### config.mk
export PLATFORM = sky130hd
export DESIGN_NAME = instr_fetch_unit_flat
export DESIGN_NICKNAME = d
export VERILOG_FILES = /design/src/rtl/instr_fetch_unit_if.sv /design/src/rtl/instr_fetch_unit.sv /design/src/flat_wrapper.sv
export SDC_FILE = /design/constraint.sdc
export NUM_CORES = 1
export LEC_CHECK = 0
export CORE_ASPECT_RATIO = 1.1
export CORE_MARGIN = 5
export CORE_UTILIZATION = 55
export DETAILED_ROUTE_END_ITERATION = 6
export PLACE_DENSITY = 0.76
export SLEW_MARGIN = 20
export SYNTH_ARGS = -nofsm -noshare
export SYNTH_HDL_FRONTEND = slang
export SYNTH_SLANG_ARGS = --single-unit
### constraint.sdc
create_clock -name clk -period 7.1 [get_ports clk]
set_input_delay 1.065 -clock clk [delete_from_list [all_inputs] [get_ports clk]]
set_output_delay 1.065 -clock clk [all_outputs]
set_load 0.1 [all_outputs]
### src/rtl/instr_fetch_unit_if.sv
// Fetch-unit bus bundle: PC handshake, instruction memory port and decode-side head.
// The unit itself connects through the slave modport; its environment uses master.
interface instr_fetch_unit_if #(
    parameter int unsigned PC_W    = 72,
    parameter int unsigned INSTR_W = 72
);
    logic [PC_W-1:0]    pc_in;
    logic               pc_valid;
    logic               pc_ready;
    logic               flush;
    logic               mem_req;
    logic [PC_W-1:0]    mem_addr;
    logic               mem_gnt;
    logic               mem_rvalid;
    logic [INSTR_W-1:0] mem_rdata;
    logic               ir_valid;
    logic [INSTR_W-1:0] ir_data;
    logic [PC_W-1:0]    ir_pc;
    logic               ir_ready;

    modport master (
        output pc_in, pc_valid, flush, mem_gnt, mem_rvalid, mem_rdata, ir_ready,
        input  pc_ready, mem_req, mem_addr, ir_valid, ir_data, ir_pc
    );

    modport slave (
        input  pc_in, pc_valid, flush, mem_gnt, mem_rvalid, mem_rdata, ir_ready,
        output pc_ready, mem_req, mem_addr, ir_valid, ir_data, ir_pc
    );
endinterface

### src/rtl/instr_fetch_unit.sv
// Single-outstanding instruction fetch unit with a prefetch FIFO feeding decode.
// Define FETCH_PERF_CNT_EN to add saturating fetch_count / flush_count outputs.
module instr_fetch_unit #(
    parameter int unsigned PC_W      = 72,
    parameter int unsigned INSTR_W   = 72,
    parameter int unsigned BUF_DEPTH = 4
) (
    input  logic                    clk,
    input  logic                    reset,
    instr_fetch_unit_if.slave       bus
`ifdef FETCH_PERF_CNT_EN
    ,
    output logic [31:0]             fetch_count,
    output logic [31:0]             flush_count
`endif
);
    localparam int unsigned PTR_W = (BUF_DEPTH > 1) ? $clog2(BUF_DEPTH) : 1;
    localparam int unsigned CNT_W = $clog2(BUF_DEPTH + 1);

    typedef enum logic [1:0] {IDLE, ISSUE, WAIT} state_t;

    typedef struct packed {
        logic [PC_W-1:0]    pc;
        logic [INSTR_W-1:0] data;
    } entry_t;

    state_t             state, state_nx;
    logic               discard, discard_nx;
    logic [PTR_W-1:0]   rd_ptr, rd_ptr_nx, wr_ptr;
    logic [CNT_W-1:0]   count, count_nx;
    entry_t             buf_mem [BUF_DEPTH];
    entry_t             head_nx;
    entry_t             push_entry;
    logic               accept, push, pop;

    // Address acceptance is combinational so a same-cycle flush can veto it.
    assign bus.pc_ready = !reset && (state == IDLE) && !bus.flush && !discard
                          && (count < CNT_W'(BUF_DEPTH));
    assign accept     = bus.pc_valid && bus.pc_ready;
    assign push       = (state == WAIT) && bus.mem_rvalid && !discard && !bus.flush;
    assign pop        = bus.ir_valid && bus.ir_ready && !bus.flush;
    assign push_entry = '{pc: bus.mem_addr, data: bus.mem_rdata};

    always_ff @(posedge clk) begin
        if (reset) begin
            state   <= IDLE;
            discard <= 1'b0;
        end else begin
            state   <= state_nx;
            discard <= discard_nx;
        end
    end

    always_comb begin
        state_nx   = state;
        discard_nx = discard;
        rd_ptr_nx  = rd_ptr;
        count_nx   = count;
        head_nx    = buf_mem[rd_ptr];

        case (state)
            IDLE:    if (accept)         state_nx = ISSUE;
            ISSUE:   if (bus.mem_gnt)    state_nx = WAIT;
            WAIT:    if (bus.mem_rvalid) state_nx = IDLE;
            default:                     state_nx = IDLE;
        endcase

        // A redirect mid-request lets the handshake finish but drops its data.
        if (state_nx == IDLE) begin
            discard_nx = 1'b0;
        end else if (bus.flush) begin
            discard_nx = 1'b1;
        end

        if (bus.flush) begin
            rd_ptr_nx = wr_ptr;
            count_nx  = '0;
        end else begin
            if (pop) begin
                rd_ptr_nx = rd_ptr + PTR_W'(1);
            end
            case ({push, pop})
                2'b10:   count_nx = count + CNT_W'(1);
                2'b01:   count_nx = count - CNT_W'(1);
                default: count_nx = count;
            endcase
        end

        // The new head is either already stored or is the word arriving now.
        if (push && (wr_ptr == rd_ptr_nx)) begin
            head_nx = push_entry;
        end else begin
            head_nx = buf_mem[rd_ptr_nx];
        end
    end

    always_ff @(posedge clk) begin
        if (reset) begin
            bus.mem_req  <= 1'b0;
            bus.mem_addr <= '0;
            rd_ptr       <= '0;
            wr_ptr       <= '0;
            count        <= '0;
            bus.ir_valid <= 1'b0;
            bus.ir_data  <= '0;
            bus.ir_pc    <= '0;
        end else begin
            bus.mem_req <= (state_nx == ISSUE);
            if (accept) begin
                bus.mem_addr <= bus.pc_in;
            end
            if (push) begin
                wr_ptr <= wr_ptr + PTR_W'(1);
            end
            rd_ptr       <= rd_ptr_nx;
            count        <= count_nx;
            bus.ir_valid <= (count_nx != '0);
            if (count_nx != '0) begin
                bus.ir_pc   <= head_nx.pc;
                bus.ir_data <= head_nx.data;
            end
        end
    end

    // Entry storage carries no reset; occupancy alone defines validity.
    always_ff @(posedge clk) begin
        if (!reset && push) begin
            buf_mem[wr_ptr] <= push_entry;
        end
    end

`ifdef FETCH_PERF_CNT_EN
    always_ff @(posedge clk) begin
        if (reset) begin
            fetch_count <= '0;
            flush_count <= '0;
        end else begin
            if (push && (fetch_count != 32'hFFFF_FFFF)) begin
                fetch_count <= fetch_count + 32'd1;
            end
            if (bus.flush && (flush_count != 32'hFFFF_FFFF)) begin
                flush_count <= flush_count + 32'd1;
            end
        end
    end
`endif

endmodule

### src/flat_wrapper.sv
// flat-port wrapper written by rule: the top's interface ports become plain ports
module instr_fetch_unit_flat 
#(
    parameter int unsigned PC_W      = 72,
    parameter int unsigned INSTR_W   = 72,
    parameter int unsigned BUF_DEPTH = 4
)
  (clk, reset, bus_pc_in, bus_pc_valid, bus_flush, bus_mem_gnt, bus_mem_rvalid, bus_mem_rdata, bus_ir_ready, bus_pc_ready, bus_mem_req, bus_mem_addr, bus_ir_valid, bus_ir_data, bus_ir_pc);
  instr_fetch_unit_if #(.PC_W(PC_W), .INSTR_W(INSTR_W)) bus_i ();
  input  logic clk;
  input  logic reset;
  input wire logic [$bits(bus_i.pc_in)-1:0] bus_pc_in;
  input wire logic [$bits(bus_i.pc_valid)-1:0] bus_pc_valid;
  input wire logic [$bits(bus_i.flush)-1:0] bus_flush;
  input wire logic [$bits(bus_i.mem_gnt)-1:0] bus_mem_gnt;
  input wire logic [$bits(bus_i.mem_rvalid)-1:0] bus_mem_rvalid;
  input wire logic [$bits(bus_i.mem_rdata)-1:0] bus_mem_rdata;
  input wire logic [$bits(bus_i.ir_ready)-1:0] bus_ir_ready;
  output wire logic [$bits(bus_i.pc_ready)-1:0] bus_pc_ready;
  output wire logic [$bits(bus_i.mem_req)-1:0] bus_mem_req;
  output wire logic [$bits(bus_i.mem_addr)-1:0] bus_mem_addr;
  output wire logic [$bits(bus_i.ir_valid)-1:0] bus_ir_valid;
  output wire logic [$bits(bus_i.ir_data)-1:0] bus_ir_data;
  output wire logic [$bits(bus_i.ir_pc)-1:0] bus_ir_pc;
  assign bus_i.pc_in = bus_pc_in;
  assign bus_i.pc_valid = bus_pc_valid;
  assign bus_i.flush = bus_flush;
  assign bus_i.mem_gnt = bus_mem_gnt;
  assign bus_i.mem_rvalid = bus_mem_rvalid;
  assign bus_i.mem_rdata = bus_mem_rdata;
  assign bus_i.ir_ready = bus_ir_ready;
  assign bus_pc_ready = bus_i.pc_ready;
  assign bus_mem_req = bus_i.mem_req;
  assign bus_mem_addr = bus_i.mem_addr;
  assign bus_ir_valid = bus_i.ir_valid;
  assign bus_ir_data = bus_i.ir_data;
  assign bus_ir_pc = bus_i.ir_pc;
  instr_fetch_unit #(.PC_W(PC_W), .INSTR_W(INSTR_W), .BUF_DEPTH(BUF_DEPTH)) u_core (.clk(clk), .reset(reset), .bus(bus_i));
endmodule
==> After elaboration in Yosys (flattened, before gate mapping) <==
Memories as Yosys holds them, arrays and structs flattened. A register that Yosys moved wholly into a read port is not among the register bits.
Cells that the tools add are included.
{ "totals": {"n_memories": 1, "ramBits": 576, "input_bits": 151, "wordCells": 47, "out_inout_bits": 219, "ff_bits": 84} }
{ "mem_list": {"columns": ["name", "words", "word_bits", "rd", "rd_ports_with_merged_regs", "write_ports", "line", "source"], "rows": [
  ["u_core.buf_mem", 4, 144, 1, 1, 1, "instr_fetch_unit.sv:31", "entry_t buf_mem [BUF_DEPTH];"]
]} }
{ "op_classes": {"muxes": 10, "addsub": 4, "magnitude_cmp": 1, "n_eq_ne": 5, "n_reduce_logical": 18} }
{ "ops": {"columns": ["op", "n"], "rows": [
  ["logical AND 1 bit", 11],
  ["2-to-1 mux 2 bit", 5],
  ["equality test 2 x 1 -> 1 bit (second input constant)", 3],
  ["one-hot mux 2 bit (3 select lines)", 1],
  ["one-hot mux 3 bit (2 select lines)", 1],
  ["adder 2 x 1 -> 2 bit (second input constant)", 2],
  ["equality test 2 bit (second input constant)", 2],
  ["zero test 2 bit", 2],
  ["adder 3 x 1 -> 3 bit (second input constant)", 1],
  ["zero test 1 bit", 3],
  ["less-than comparator 3 bit (second input constant)", 1],
  ["2-to-1 mux 3 bit", 1],
  ["nonzero test 3 bit", 1],
  ["subtractor 3 x 1 -> 3 bit (second input constant)", 1],
  ["2-to-1 mux 1 bit", 2],
  ["OR reduction 2 bit", 1]
]} }

==> Longest topological paths before layout <==
Gate-level depths: netlist of the first run.
{ "depth": {"word_depth": 10, "ltp_mapped": 15, "ltp_nobuf": 12} }

==> Least setup slack after synthesis of the first run <==
Ideal clock, no wire load.
{ "synth_timing": {"path_type": "input port to flip-flop", "start": "in bus_flush", "end": "mem u_core.buf_mem[0][0] (netlist bit), enable pin", "setup_slack_ns": 1.527, "t_required_ns": 6.579, "setup_ns": 0.521, "stages": 4, "path_buffers": 1, "arrival_ns": 5.052, "cell_sequence": "buf_6 > or3_1 > nor2_2 > and2_1"} }
{ "synth_via": {"elab_chain_cells": 5} }
{ "synth_rtl": {"columns": ["item", "line", "source"], "rows": [
  ["from (decl)", "flat_wrapper.sv:14", "input wire logic [$bits(bus_i.flush)-1:0] bus_flush;"],
  ["zero test 1 bit", "instr_fetch_unit.sv:40", "assign push = (state == WAIT) && bus.mem_rvalid && !discard && !bus.flush;"],
  ["logical AND 1 bit", "instr_fetch_unit.sv:40", null],
  ["logical AND 1 bit", "instr_fetch_unit.sv:127", "if (!reset && push) begin"],
  ["2-to-1 mux 1 bit", "instr_fetch_unit.sv:127", null],
  ["2-to-1 mux 1 bit (not written as such)", "instr_fetch_unit.sv:128", "buf_mem[wr_ptr] <= push_entry;"],
  ["to (decl)", "instr_fetch_unit.sv:31", null]
]} }
No other way between the ends.

==> Worst setup path in the final report of the first run <==
{ "layout_timing": {"start": "in bus_flush", "end": "out bus_pc_ready"} }
{ "layout_via": {"elab_chain_cells": 4} }
{ "layout_rtl": {"columns": ["item", "line", "source"], "rows": [
  ["zero test 1 bit", "instr_fetch_unit.sv:37", "assign bus.pc_ready = !reset && (state == IDLE) && !bus.flush && !discard"],
  ["logical AND 1 bit (2 in series)", "instr_fetch_unit.sv:37", null],
  ["logical AND 1 bit", "instr_fetch_unit.sv:38", "&& (count < CNT_W'(BUF_DEPTH));"],
  ["to (decl)", "flat_wrapper.sv:19", "output wire logic [$bits(bus_i.pc_ready)-1:0] bus_pc_ready;"]
]} }
No other way between the ends.

==> run metrics, run 1 <==
outcome finished, final reports clean; FF+latch count, synth ~800; VDD IR max ~0.15 mV; max_slew headroom between 20% and 30%; part of the cycle the worst path needs approximately three quarters; deepest clock path buffer count 3; CTS root buf clkbuf_16; htree depth 3; clk slew on worst S/H paths 0.06 ns; Post-Layout Cell Count just over 3k; fraction of layout cells with a size suffix above 1 under 10%; Die Y ~260 um; Mapped Area around 30000 um2; CP Launch Point bus_flush; CTS Buf Count 79; final WL a little over 70 mm; Pre-antenna DRT Iters 5; dpl cells ~2.9k; Net Count, Synth 2064; crit path launch type input pin; Setup crit end kind primary output; site row count just under 90; Synth Warn # 0; port bufs approximately 370; P per Cell Area 261 nW/um2; Tot GR Track Use 23.8%; Final Critical Period around 5.3 ns; Hold Startpoint u_core.bus.ir_data[64]; Clock Sinks approximately 800; # resized after CTS 0; pin count of the biggest net entering global routing ~110; clk_lat worst skew 0.61 ns; residual overflow from global routing 0; Pleak ~14 nW; crit path kind input pin to primary output; Routed Antenna Nets 0; number of vias per cell between 5 and 6; post-synthesis cell count 1907; worst-margin pin slew ~1.2 ns; initial DRC count roughly 1.3k; hold buffers post-CTS 0; post-route setup TNS 0 ns; drt wl/cell about 24 um; most common cell after layout, fill and taps aside edfxtp_1; top cell type's share of synthesized area 57.6%; hpwl dp ~40 mm; Syn Area/Cell 15.7 um2; Initial Util between 50% and 60%; Max-Cap Viols 0; routability cong. between 0.7 and 0.8; Pins Over Slew Limit 0; RR Startpoint u_core.state[0]; Final Util between 60% and 70%; initial antenna violation count 3; final setup fails 0; nets@finish 2410; vias 17.8k; most numerous cell on the critical path clkdlybuf4s50_1; fill count between 3k and 4k; WP data arrival roughly 4.2 ns; CP max stage delay 1.29 ns; worst slack, placed about 1.8 ns; worst hold slack around 0.46 ns; fmax 0.188 GHz; CTS tree yes; slowest stage cell, crit path clkdlybuf4s50_1; IO Count 370; commonest non-fill, non-tap cells in the layout edfxtp_1, clkdlybuf4s50_1, mux2i_1; Core Region ~54000 um2; Die Width roughly 230 um; CP max FO 10; Die Area roughly 59000 um2; Final WS setup about 1.8 ns; number of library cell types mapped by synthesis 43; global-route wire length before repair about 110 mm; leading area contributor after synthesis edfxtp_1; Clock Skew between 0.015 and 0.02 ns; CP cell instances clkdlybuf4s50_1 -> or3_1 -> nor4_1 -> clkdlybuf4s50_1; Seq/Total Area, Yosys between 70% and 80%; RSZ-0062 raised after global routing false; vias in the first global route between 15k and 20k; Worst EP required around 6.0 ns; ranking of synthesized cells by area edfxtp_1, dfxtp_1, mux2i_1; post-CTS setup buffer count 0; DRC 0; Min-Delay Path Class register to register; P&R area growth vs syn 23.3%; final hold vios 0
worst paths after layout:
path                            slack (ns)  cells after the start                endpoint
worst min register to register        0.46                      2  u_core.bus.ir_data[64]
worst min-delay path                  0.46                      2  u_core.bus.ir_data[64]
worst max register to register        3.24                     11   u_core.bus.ir_data[0]
worst max-delay path                  1.79                      4            bus_pc_ready
per-stage QoR:
stage	cell area, um2	power (mW)
after floorplan	30000	5.32
after global placement	34300	5.48
after detailed placement	34300	5.49
after CTS	37000	9.73
after global routing	37000	9.94
final	37000	9.66
routing by layer:
metal	global-route usage, %	wire length [um]
met1	31.6	29500
met4	7.04	1570
met5	0	0
met2	40.1	35900
met3	5.03	4880
kinds of logic (layout without fill, tap and decap cells):
logic type | after synthesis | in the layout | synth area share (%)
mux | 292 | 292 | 11.2
fa+ha+maj | 6 | 6 | 0.275
buf+inv | 131 | 544 | 2.28
xor+xnor | 5 | 5 | 0.146
compound gates | 338 | 338 | 7.98
flops | 804 | 804 | 72.8
other cells | 0 | 3 | 0
simple gates | 331 | 331 | 5.33
registers in the layout (all words and copies together) (netlist names):
register	cells
u_core.rd_ptr	2
u_core.bus.ir_data	72
u_core.bus.mem_req	1
u_core.count	3
u_core.buf_mem	576
u_core.bus.mem_addr	72
u_core.wr_ptr	2
u_core.bus.ir_pc	72
u_core.bus.ir_valid	1
u_core.discard	1
u_core.state	2
area by class of cell:
| type | instances | area, um2 | share of cell area [%] |
|---|---|---|---|
| tap | 728 | 911 | 2.46 |
| sequential | 804 | 21900 | 59.1 |
| antenna | 3 | 7.51 | 0.0203 |
| timing repair buffer | 393 | 3950 | 10.7 |
| clock buffer | 118 | 2410 | 6.52 |
| inverter | 3 | 13.8 | 0.0372 |
| clock inverter | 30 | 309 | 0.835 |
| multi-input combinational | 972 | 7550 | 20.4 |
report_power, final:
group          internal [mW]  switching [mW]  leakage, nW
clock network           2.58            1.70         1.33
registers               5.03          0.0299         7.07
logic                  0.117           0.221         5.35
worst max-delay path, delay by kind of cell:
family,cells,cell delay [ns]
AND/OR/NAND/NOR,2,1.22
buffers and inverters,2,1.95
cell usage after synthesis (all sizes together):
library cell	count
a211oi	1
a21boi	1
a21oi	75
a221o	110
a31oi	1
and2	118
and3	1
buf	88
clkbuf	40
dfxtp	228
edfxtp	576
fa	1
ha	5
inv	3
mux2	1
mux2i	257
mux4	34
nand2	183
nand2b	5
nand3	1
nand3b	2
nand4	1
nand4b	1
nor2	8
nor2b	1
nor3	3
nor4	1
o21ai	37
o21bai	1
o22ai	111
o311a	1
or2	2
or3	3
or3b	1
xnor2	3
xor2	2
Power figures use the tool's default switching activity.
==> inputs of run 2 (changes only) <==
clock period = 5.4 ns   (was 7.1 ns; I/O delays follow)
==> run 2 against run 1 <==
Compared with the run above:
- clock skew rose by 0.0093 ns
- sequential share of layout area is 0.11 points lower
- global-route usage shrank 0.22 points
- wire length shrank 0.70%
- via count is 0.40% higher
- utilization rose by 0.13 points
- first-iteration DRC count grew 7.5%
==> run metrics, run 2 (synthesized netlist as in run 1, its figures left out) <==
post-CTS setup buffer count 0 (unchanged); htree depth 3 (unchanged); WP data arrival 4.63 ns (was 4.24 ns); nets@finish 2420 (was 2410); P_int 9.94 mW (was 7.72 mW); hpwl dp 40.9 mm (was 39.8 mm); P&R area growth vs syn 23.5% (was 23.3%); CP Launch Point bus_mem_rvalid (was bus_flush); crit-path leading delay family simple AND/OR/NAND/NOR gates (was buffers and inverters); worst-margin pin slew 1.15 ns (was 1.16 ns); max reg flops 576 (unchanged); Hold Path Sink u_core.bus.ir_data[53] (was u_core.bus.ir_data[64]); site row count 89 (unchanged); Final Util 68.8% (was 68.7%); part of the cycle the worst path needs around three quarters; max_slew headroom 23.1% (was 22.3%); Setup crit end kind register (was primary output); CTS root buf clkbuf_16 (unchanged); reg2reg setup slack 1.54 ns (was 3.24 ns); routability cong. 0.771 (was 0.757); Finished Cell Area 37100 um2 (was 37000 um2); Pleak 13.8 nW (was 13.7 nW); sequential group share of total power 53.1% (was 52.3%); fill count 3636 (was 3628); RR Startpoint u_core.state[0] (unchanged); crit path launch type input pin (unchanged); # resized after CTS 0 (unchanged); residual overflow from global routing 0 (unchanged); Post-Place Cell Area 34500 um2 (was 34300 um2); commonest non-fill, non-tap cells in the layout edfxtp_1, clkdlybuf4s50_1, mux2i_1 (unchanged); IO Count 370 (unchanged); number of vias per cell 5.85 (was 5.84); Tot GR Track Use 23.6% (was 23.8%); CP max stage delay 0.49 ns (was 1.29 ns); P per Cell Area 337 nW/um2 (was 261 nW/um2); CP max FO 112 (was 10); final WL 71.3 mm (was 71.8 mm); hold depth 2 (unchanged); Crit path depth 12 (was 4); Storage cell area 21900 um2 (unchanged); Min-Delay Path Class register to register (unchanged); Routed Antenna Nets 0 (unchanged); outcome finished, final reports clean (unchanged); Post-Layout Cell Count 3061 (was 3051); fraction of layout cells with a size suffix above 1 9.19% (was 8.62%); slowest stage cell, crit path clkdlybuf4s50_1 (unchanged); pin count of the biggest net entering global routing 113 (was 112); Pre-antenna DRT Iters 5 (unchanged); Max-Cap Viols 0 (unchanged); initial DRC count 1383 (was 1286); drt wl/cell 23.3 um (was 23.5 um); global-route wire length before repair 108 mm (was 109 mm); Die Area 59400 um2 (unchanged); sw frac 20.5% (was 20.1%); vias in the first global route 18.4k (was 18.5k); Clock Sinks 804 (unchanged); most common cell after layout, fill and taps aside edfxtp_1 (unchanged); Worst EP required 5.89 ns (was 6.03 ns); initial antenna violation count 5 (was 3); CTS tree yes (unchanged); Die Y 255 um (unchanged); worst slack, placed 0.671 ns (was 1.84 ns); Switch Pwr 2.57 mW (was 1.95 mW); hold buffers post-CTS 0 (unchanged); Buf/Inv on CP 2 (unchanged); crit path kind input pin to register (was input pin to primary output); Pins Over Slew Limit 0 (unchanged); Final Critical Period 4.15 ns; RSZ-0062 raised after global routing false (unchanged); DRC 0 (unchanged); port bufs 369 (unchanged); vias 17.9k (was 17.8k); Initial Util 55.7% (unchanged); clk_lat worst skew 0.62 ns (was 0.61 ns); deepest clock path buffer count 3 (unchanged); final hold vios 0 (unchanged); R2R Path End u_core.bus.ir_pc[5] (was u_core.bus.ir_data[0]); Clock Skew 0.0284 ns (was 0.0191 ns); CP cell instances clkdlybuf4s50_1 -> nand3b_1 -> or3_1 -> ha_1 -> fa_1 -> xnor2_1 -> or3_1 -> a31oi_1 -> nor2_4 -> buf_12 -> and2_1 -> a221o_1 (was clkdlybuf4s50_1 -> or3_1 -> nor4_1 -> clkdlybuf4s50_1); R2R cell count 11 (unchanged); dpl cells 2912 (was 2900); Clk pwr share 43.3% (was 44.2%); final setup fails 0 (unchanged); clk slew on worst S/H paths 0.06 ns (about the same); Gate power share 3.5% (about the same); most numerous cell on the critical path or3_1 (was clkdlybuf4s50_1); Core Region 53900 um2 (unchanged); Final WS setup 1.25 ns (was 1.79 ns); CTS Buf Count 77 (was 79); post-route setup TNS 0 ns (unchanged); fmax roughly 0.24 GHz; Most flops, register u_core.buf_mem (unchanged); VDD IR max 0.266 mV (was 0.146 mV); footprint of the multi-input gates 7550 um2 (unchanged); Die Width 233 um (unchanged); Hold Startpoint u_core.bus.ir_data[53] (was u_core.bus.ir_data[64])
run 2: cell count changes in the layout (fill, tap and decap cells not counted), sizes merged:
cell      change
clkinvlp      -1
diode         +2
clkinv        +6
bufinv        -2
clkbuf        -8
buf          +12
inv           +1
run 2: worst max-delay path by stage:
| stage | endpoint | slack (ns) |
|---|---|---|
| 3_5_place_dp | u_core.bus.ir_data[4] | 0.67 |
| 2_1_floorplan | u_core.buf_mem[0][0] | 0.08 |
| 6_report | u_core.bus.ir_pc[5] | 1.25 |
| 4_1_cts | u_core.bus.ir_data[4] | 1.32 |
| 5_1_grt | u_core.bus.ir_data[4] | 1.13 |
| 3_3_place_gp | u_core.bus.ir_pc[41] | 0.72 |
run 2: worst reg2reg max path, cell delays in order (launching register included):
cell	delay, ns
dfxtp_1	0.34
nand3b_1	0.20
or3_1	0.39
ha_1	0.27
fa_1	0.38
xnor2_1	0.15
or3_1	0.32
a31oi_1	0.29
nor2_4	0.22
buf_12	0.31
and2_1	0.63
a221o_1	0.26
run 2: final cells by class:
class / instances / area share [%]
Antenna cell: 5 / 0.0337
Timing Repair Buffer: 405 / 11.1
Sequential cell: 804 / 58.9
Tap cell: 728 / 2.46
Multi-Input combinational cell: 972 / 20.4
Clock inverter: 34 / 0.806
Clock buffer: 110 / 6.22
Inverter: 3 / 0.0371
run 2: power groups by stage:
stage	clock, mW	sequential (mW)	combinational (mW)
after floorplan	0	6.92	0.0806
after global placement	0	6.78	0.434
after detailed placement	0	6.78	0.442
after CTS	5.50	6.65	0.444
after global routing	5.76	6.65	0.465
final	5.42	6.65	0.443
run 2: routing by layer:
layer / track usage (%) / up-vias / share of wire (%)
met5: 0 / - / 0
met3: 4.86 / 98 / 7.3
li1: - / 8083 / -
met2: 39.6 / 672 / 50
met4: 7.68 / 0 / 2.3
met1: 31.2 / 9041 / 41
run 2: through the flow:
step | hold WS (ns) | power [mW]
floorplan | 0.475 | 7.00
global placement | 0.438 | 7.21
detailed placement | 0.449 | 7.22
CTS | 0.462 | 12.6
global route | 0.500 | 12.9
finish | 0.458 | 12.5
